$ cat src/rtl/life_cell.sv
// ---------------------------------------------------------------------------
// LifeCell -- a single Game-of-Life cell driven by a shared 8-tick timer.
//
// The timer broadcasts tick 0..7, one tick per cycle. On tick k the cell
// adds neighbors[k] to a running count. On tick 7 it applies the
// birth/survive rule and updates its alive bit. An epoch starts only on a
// tick 0 seen while the cell is synchronising, so a partial epoch is never
// evaluated.
//
// Ports:
//   clk            system clock, rising edge
//   rst            asynchronous active-low reset
//   tick_in[2:0]   current tick from the shared timer
//   neighbors[7:0] live flags of the eight neighbours, bit k used on tick k
//   ena            generation enable; low freezes the generation
//   load           synchronous pattern load, highest priority
//   load_value     alive value written by load
//   alive          registered cell state
//   neighbor_count registered running/final live-neighbour count (0..8)
//   update_strobe  one-cycle pulse in the cycle after a rule evaluation
//   seq_error      sticky flag: tick sequence broke while accumulating
// ---------------------------------------------------------------------------
module life_cell #(
  parameter logic [8:0] BIRTH_MASK   = 9'b0_0000_1000,
  parameter logic [8:0] SURVIVE_MASK = 9'b0_0000_1100,
  parameter logic       INIT_ALIVE   = 1'b0
) (
  input  logic       clk,
  input  logic       rst,
  input  logic [2:0] tick_in,
  input  logic [7:0] neighbors,
  input  logic       ena,
  input  logic       load,
  input  logic       load_value,
  output logic       alive,
  output logic [3:0] neighbor_count,
  output logic       update_strobe,
  output logic       seq_error
);

  typedef enum logic {
    SYNC  = 1'b0,
    ACCUM = 1'b1
  } state_t;

  state_t     r_state;
  logic [2:0] r_expTick;
  logic [3:0] r_count;
  logic       r_alive;
  logic       r_strobe;
  logic       r_seqErr;

  logic       w_nbBit;
  logic [3:0] w_sum;
  logic       w_tickOk;

  // Neighbour bit selected by the current tick and the count it produces.
  // Four bits are enough for the worst case of eight live neighbours.
  assign w_nbBit  = neighbors[tick_in];
  assign w_sum    = r_count + {3'b000, w_nbBit};
  assign w_tickOk = (tick_in == r_expTick);

  // Cell state machine. Priority is load, then ena, then the tick
  // protocol. The strobe defaults low every cycle so it can only ever be
  // a single-cycle pulse following a tick-7 evaluation.
  always_ff @(posedge clk or negedge rst) begin
    if (!rst) begin
      r_state   <= SYNC;
      r_expTick <= 3'd0;
      r_count   <= 4'd0;
      r_alive   <= INIT_ALIVE;
      r_strobe  <= 1'b0;
      r_seqErr  <= 1'b0;
    end else begin
      r_strobe <= 1'b0;
      if (load) begin
        r_alive <= load_value;
        r_count <= 4'd0;
        r_state <= SYNC;
      end else if (!ena) begin
        // Freezing drops any epoch in progress; the count is left visible.
        r_state <= SYNC;
      end else begin
        case (r_state)
          SYNC: begin
            if (tick_in == 3'd0) begin
              r_count   <= {3'b000, neighbors[0]};
              r_expTick <= 3'd1;
              r_state   <= ACCUM;
            end
          end
          ACCUM: begin
            if (!w_tickOk) begin
              // A broken sequence aborts the epoch. A tick 0 arriving
              // here does not restart; the next tick 0 in SYNC does.
              r_seqErr <= 1'b1;
              r_count  <= 4'd0;
              r_state  <= SYNC;
            end else if (tick_in == 3'd7) begin
              r_alive  <= r_alive ? SURVIVE_MASK[w_sum] : BIRTH_MASK[w_sum];
              r_count  <= w_sum;
              r_strobe <= 1'b1;
              r_state  <= SYNC;
            end else begin
              r_count   <= w_sum;
              r_expTick <= r_expTick + 3'd1;
            end
          end
          default: r_state <= SYNC;
        endcase
      end
    end
  end

  assign alive          = r_alive;
  assign neighbor_count = r_count;
  assign update_strobe  = r_strobe;
  assign seq_error      = r_seqErr;

endmodule

$ cat config.mk
export PLATFORM = sky130hd
export DESIGN_NAME = life_cell
export DESIGN_NICKNAME = d
export VERILOG_FILES = /design/src/rtl/life_cell.sv
export SDC_FILE = /design/constraint.sdc
export NUM_CORES = 1
export LEC_CHECK = 0
export BUFFER_PORTS_ARGS = -buffer_cell sky130_fd_sc_hd__buf_2
export CORE_MARGIN = 2
export CORE_UTILIZATION = 50
export DETAILED_ROUTE_END_ITERATION = 16
export GPL_TIMING_DRIVEN = 0
export HOLD_SLACK_MARGIN = 0.03
export PLACE_DENSITY = 0.74
export SKIP_CTS_REPAIR_TIMING = 1
export SKIP_LAST_GASP = 1
export SYNTH_ARGS = -nofsm -noshare
export SYNTH_HDL_FRONTEND = slang
export SYNTH_SLANG_ARGS = --single-unit
$ cat constraint.sdc
create_clock -name clk -period 2.1 [get_ports clk]
set_input_delay 0.21 -clock clk [delete_from_list [all_inputs] [get_ports clk]]
set_output_delay 0.21 -clock clk [all_outputs]
set_load 0.05 [all_outputs]
==> flow_metrics.env <==
export IMPL_dieArea_um2=1954
export IMPL_path_depth=9
export IMPL_synth_most_common_cell="dfrtp_1"
export IMPL_switchingPower_mw=0.2421
export IMPL_grt_usage_pct=21.80
export IMPL_critPathTopFamily="multiplexers"
export IMPL_grt_overflow=0
export IMPL_synth_area_per_cell_um2=10.78
export IMPL_netlist_top_cells_count="dfrtp_1, nand2_1, nor2_1, nor2b_1"
export IMPL_grt_pass1_vias=708
export IMPL_initialDrtViolationCount=12
export IMPL_grt_pass1_wl_mm=3.139
export IMPL_fin_skew_ps=11.63
export IMPL_synth_top_area_share_pct=34.06
export IMPL_fin_crit_sh_pct=93.58
export IMPL_startpoint_type="input pin"
export IMPL_port_buffers=19
export IMPL_outcome="finished, final reports clean"
export IMPL_drc=0
export IMPL_max_stage_delay_ps=490
export IMPL_endpoint_kind="flip-flop"
export IMPL_avgViaCountPerCell=6.026
export IMPL_die_h_um=44.21
export IMPL_reg2regPathDepth=4
export IMPL_synthFlopType="dfrtp_1"
export IMPL_dieWidth_um=44.21
export IMPL_antennaDiodeCount=0
export IMPL_synth_area_leader_cell="dfrtp_1"
export IMPL_pwr_share_clk_pct=21.3
export IMPL_powerDensity_nw_per_um2=664.0
export IMPL_via_count=693
export IMPL_core_area_um2=1506
export IMPL_clock_sinks=11
export IMPL_cts_buffers=3
export IMPL_critPathBufInv=1
export IMPL_synth_nets=94
export IMPL_setup_violations_final=0
export IMPL_tritoncts="built"
export IMPL_place_ws_ps=-137.5
export IMPL_h_tree_depth=1
export IMPL_cp_common_cell="ha_4"
export IMPL_setup_ws_ps=134.9
export IMPL_p_leak_nw=0.4426
export IMPL_swShare_pct=36.56
export IMPL_cp_cell_sequence="buf_8 -> mux4_2 -> mux2_4 -> ha_4 -> ha_4 -> nor3_2 -> a41oi_1 -> o2111a_1 -> o31ai_1"
export IMPL_finalSetupTns_ps=0
export IMPL_nets=119
export IMPL_synth_edf_count=0
export IMPL_holdPathStages=3
export IMPL_gp_congestion=0.7863
export IMPL_peakVddDrop_uv=615.9
export IMPL_seq_area_frac_synth_pct=34.06
export IMPL_required_ps=2280
export IMPL_wl_per_cell_um=15.70
export IMPL_antenna_found_initial=0
export IMPL_ioPinCount=23
export IMPL_root_buffer="clkbuf_4"
export IMPL_seqPwrFrac_pct=42.2
export IMPL_period_needed_ps=1965
export IMPL_path_class="in2reg"
export IMPL_crit_path_top_delay_cell="mux4_2"
export IMPL_finalHoldViolCount=0
export IMPL_slew_violations=0
export IMPL_synthDistinctLibCells=40
export IMPL_netlist_top_cells_area="dfrtp_1, mux4_2, ha_1"
export IMPL_clockBufferDepth=2
export IMPL_rsz0062_at_grt="no"
export IMPL_insertion_delay_ps=270
export IMPL_route_final_wire_length_mm=1.806
export IMPL_max_freq_mhz=508.9
export IMPL_critPathArrivalTime_ps=2140
export IMPL_hp_class="in2reg"
export IMPL_comb_power_share_pct=36.5
export IMPL_synthCells=75
export IMPL_ys_async_sr_fraction_pct=100.0
export IMPL_crit_fanout=6
export IMPL_maxCapViolations=0
export IMPL_num_fill_cells=134
export IMPL_ant_nets=0
export IMPL_syn_to_final_growth_pct=23.37
export IMPL_worst_pin_slew_ps=636.8
export IMPL_drive_above_1_share_pct=39.39
export IMPL_power_internal_mw=0.4201
export IMPL_synth_warning_count=0
export IMPL_drtPass1Iterations=4
export IMPL_initial_core_util_pct=53.65
export IMPL_dp_hpwl_mm=1.477
export IMPL_row_count=14
export IMPL_clk_pin_slew_worst_paths_ps=70
export IMPL_synth_seq_cells=11
export IMPL_grt_max_degree=12
export IMPL_netlist_area_um2=808.3
export IMPL_relSlewSlack_pct=57.16
layout by cell type, fill, tap and decap left out, types with 2 or more instances in the layout:
| master | count |
|---|---|
| o31ai_1 | 3 |
| inv_1 | 2 |
| a22o_1 | 2 |
| dfrtp_1 | 11 |
| nand2_1 | 4 |
| nor2_1 | 4 |
| nor3_1 | 2 |
| buf_2 | 20 |
| ha_4 | 2 |
| xor2_1 | 2 |
| nor2b_1 | 4 |
| o21ai_0 | 2 |
| clkbuf_4 | 3 |
| mux4_2 | 2 |
| a21bo_2 | 2 |
| nand3_1 | 3 |
| nand3b_1 | 2 |
| a41oi_1 | 2 |
sequential cells by signal, summed over array words and instances (netlist names):
name	flops
neighbor_count	4
update_strobe	1
seq_error	1
alive	1
r_expTick	3
r_state	1
final timing paths:
kind	start	endpoint	slack, ps
max reg2reg	r_state	neighbor_count[2]	350
min reg2reg	seq_error	seq_error	500
min in group asynchronous	rst	neighbor_count[3]	330
max in group asynchronous	rst	r_expTick[2]	1560
max	tick_in[0]	alive	130
min	load_value	alive	150
cell type report:
cell class                      instances  area, µm²  area share (%)
Sequential cell                        11      275.3           27.60
Buffer                                  3      25.02           2.509
Inverter                                2      7.507          0.7528
Tap cell                               16      20.02           2.008
Multi-Input combinational cell         59      538.0           53.95
Clock buffer                            4      26.28           2.635
Timing Repair Buffer                   20      105.1           10.54
worst reg2reg max path: cells and delay by family, from the launching register on:
family / cells / cell delay, ps
and+or+nand+nor: 2 / 780
DFF: 1 / 470
AOI/OAI and AO/OA: 2 / 440
cells by family after synthesis:
| family | after synthesis | synth area share [%] |
|---|---|---|
| buffers and inverters | 5 | 3.559 |
| adders and majority gates | 3 | 4.644 |
| AOI/OAI and AO/OA | 22 | 25.85 |
| DFF | 11 | 34.06 |
| muxes | 3 | 6.965 |
| and+or+nand+nor | 27 | 19.66 |
| xor gates and xnor gates | 4 | 5.264 |
metal layers:
metal  vias up  share of wire, %  global-route usage, %
met3         0               7.6                  7.347
met4         0                 0                  2.424
li1        335                 -                      -
met2        24                49                  38.24
met5         -                 0                      0
met1       334                43                  26.84
stage by stage:
| step | area (µm²) | hold slack, ps | instances | util (%) | total power, mW |
|---|---|---|---|---|---|
| 2_1_floorplan | 845.8 | -85.59 | 75 | - | 0.4635 |
| 3_3_place_gp | 960.9 | 87.09 | 110 | 63.79 | 0.5155 |
| 3_5_place_dp | 960.9 | 86.93 | 110 | 63.79 | 0.5254 |
| 4_1_cts | 987.2 | -204.1 | 114 | 65.53 | 0.6658 |
| 5_1_grt | 997.2 | 153.5 | 115 | 66.20 | 0.7117 |
| 6_report | 997.2 | 152.8 | 115 | 66.20 | 0.6622 |
power by group through the flow:
stage	registers (mW)	clock network, mW	logic [mW]
5_1_grt	0.285	0.159	0.268
4_1_cts	0.280	0.144	0.242
2_1_floorplan	0.302	0	0.162
6_report	0.280	0.141	0.242
3_3_place_gp	0.282	0	0.234
3_5_place_dp	0.284	0	0.242
No activity file was read; power rests on OpenSTA's default activity.
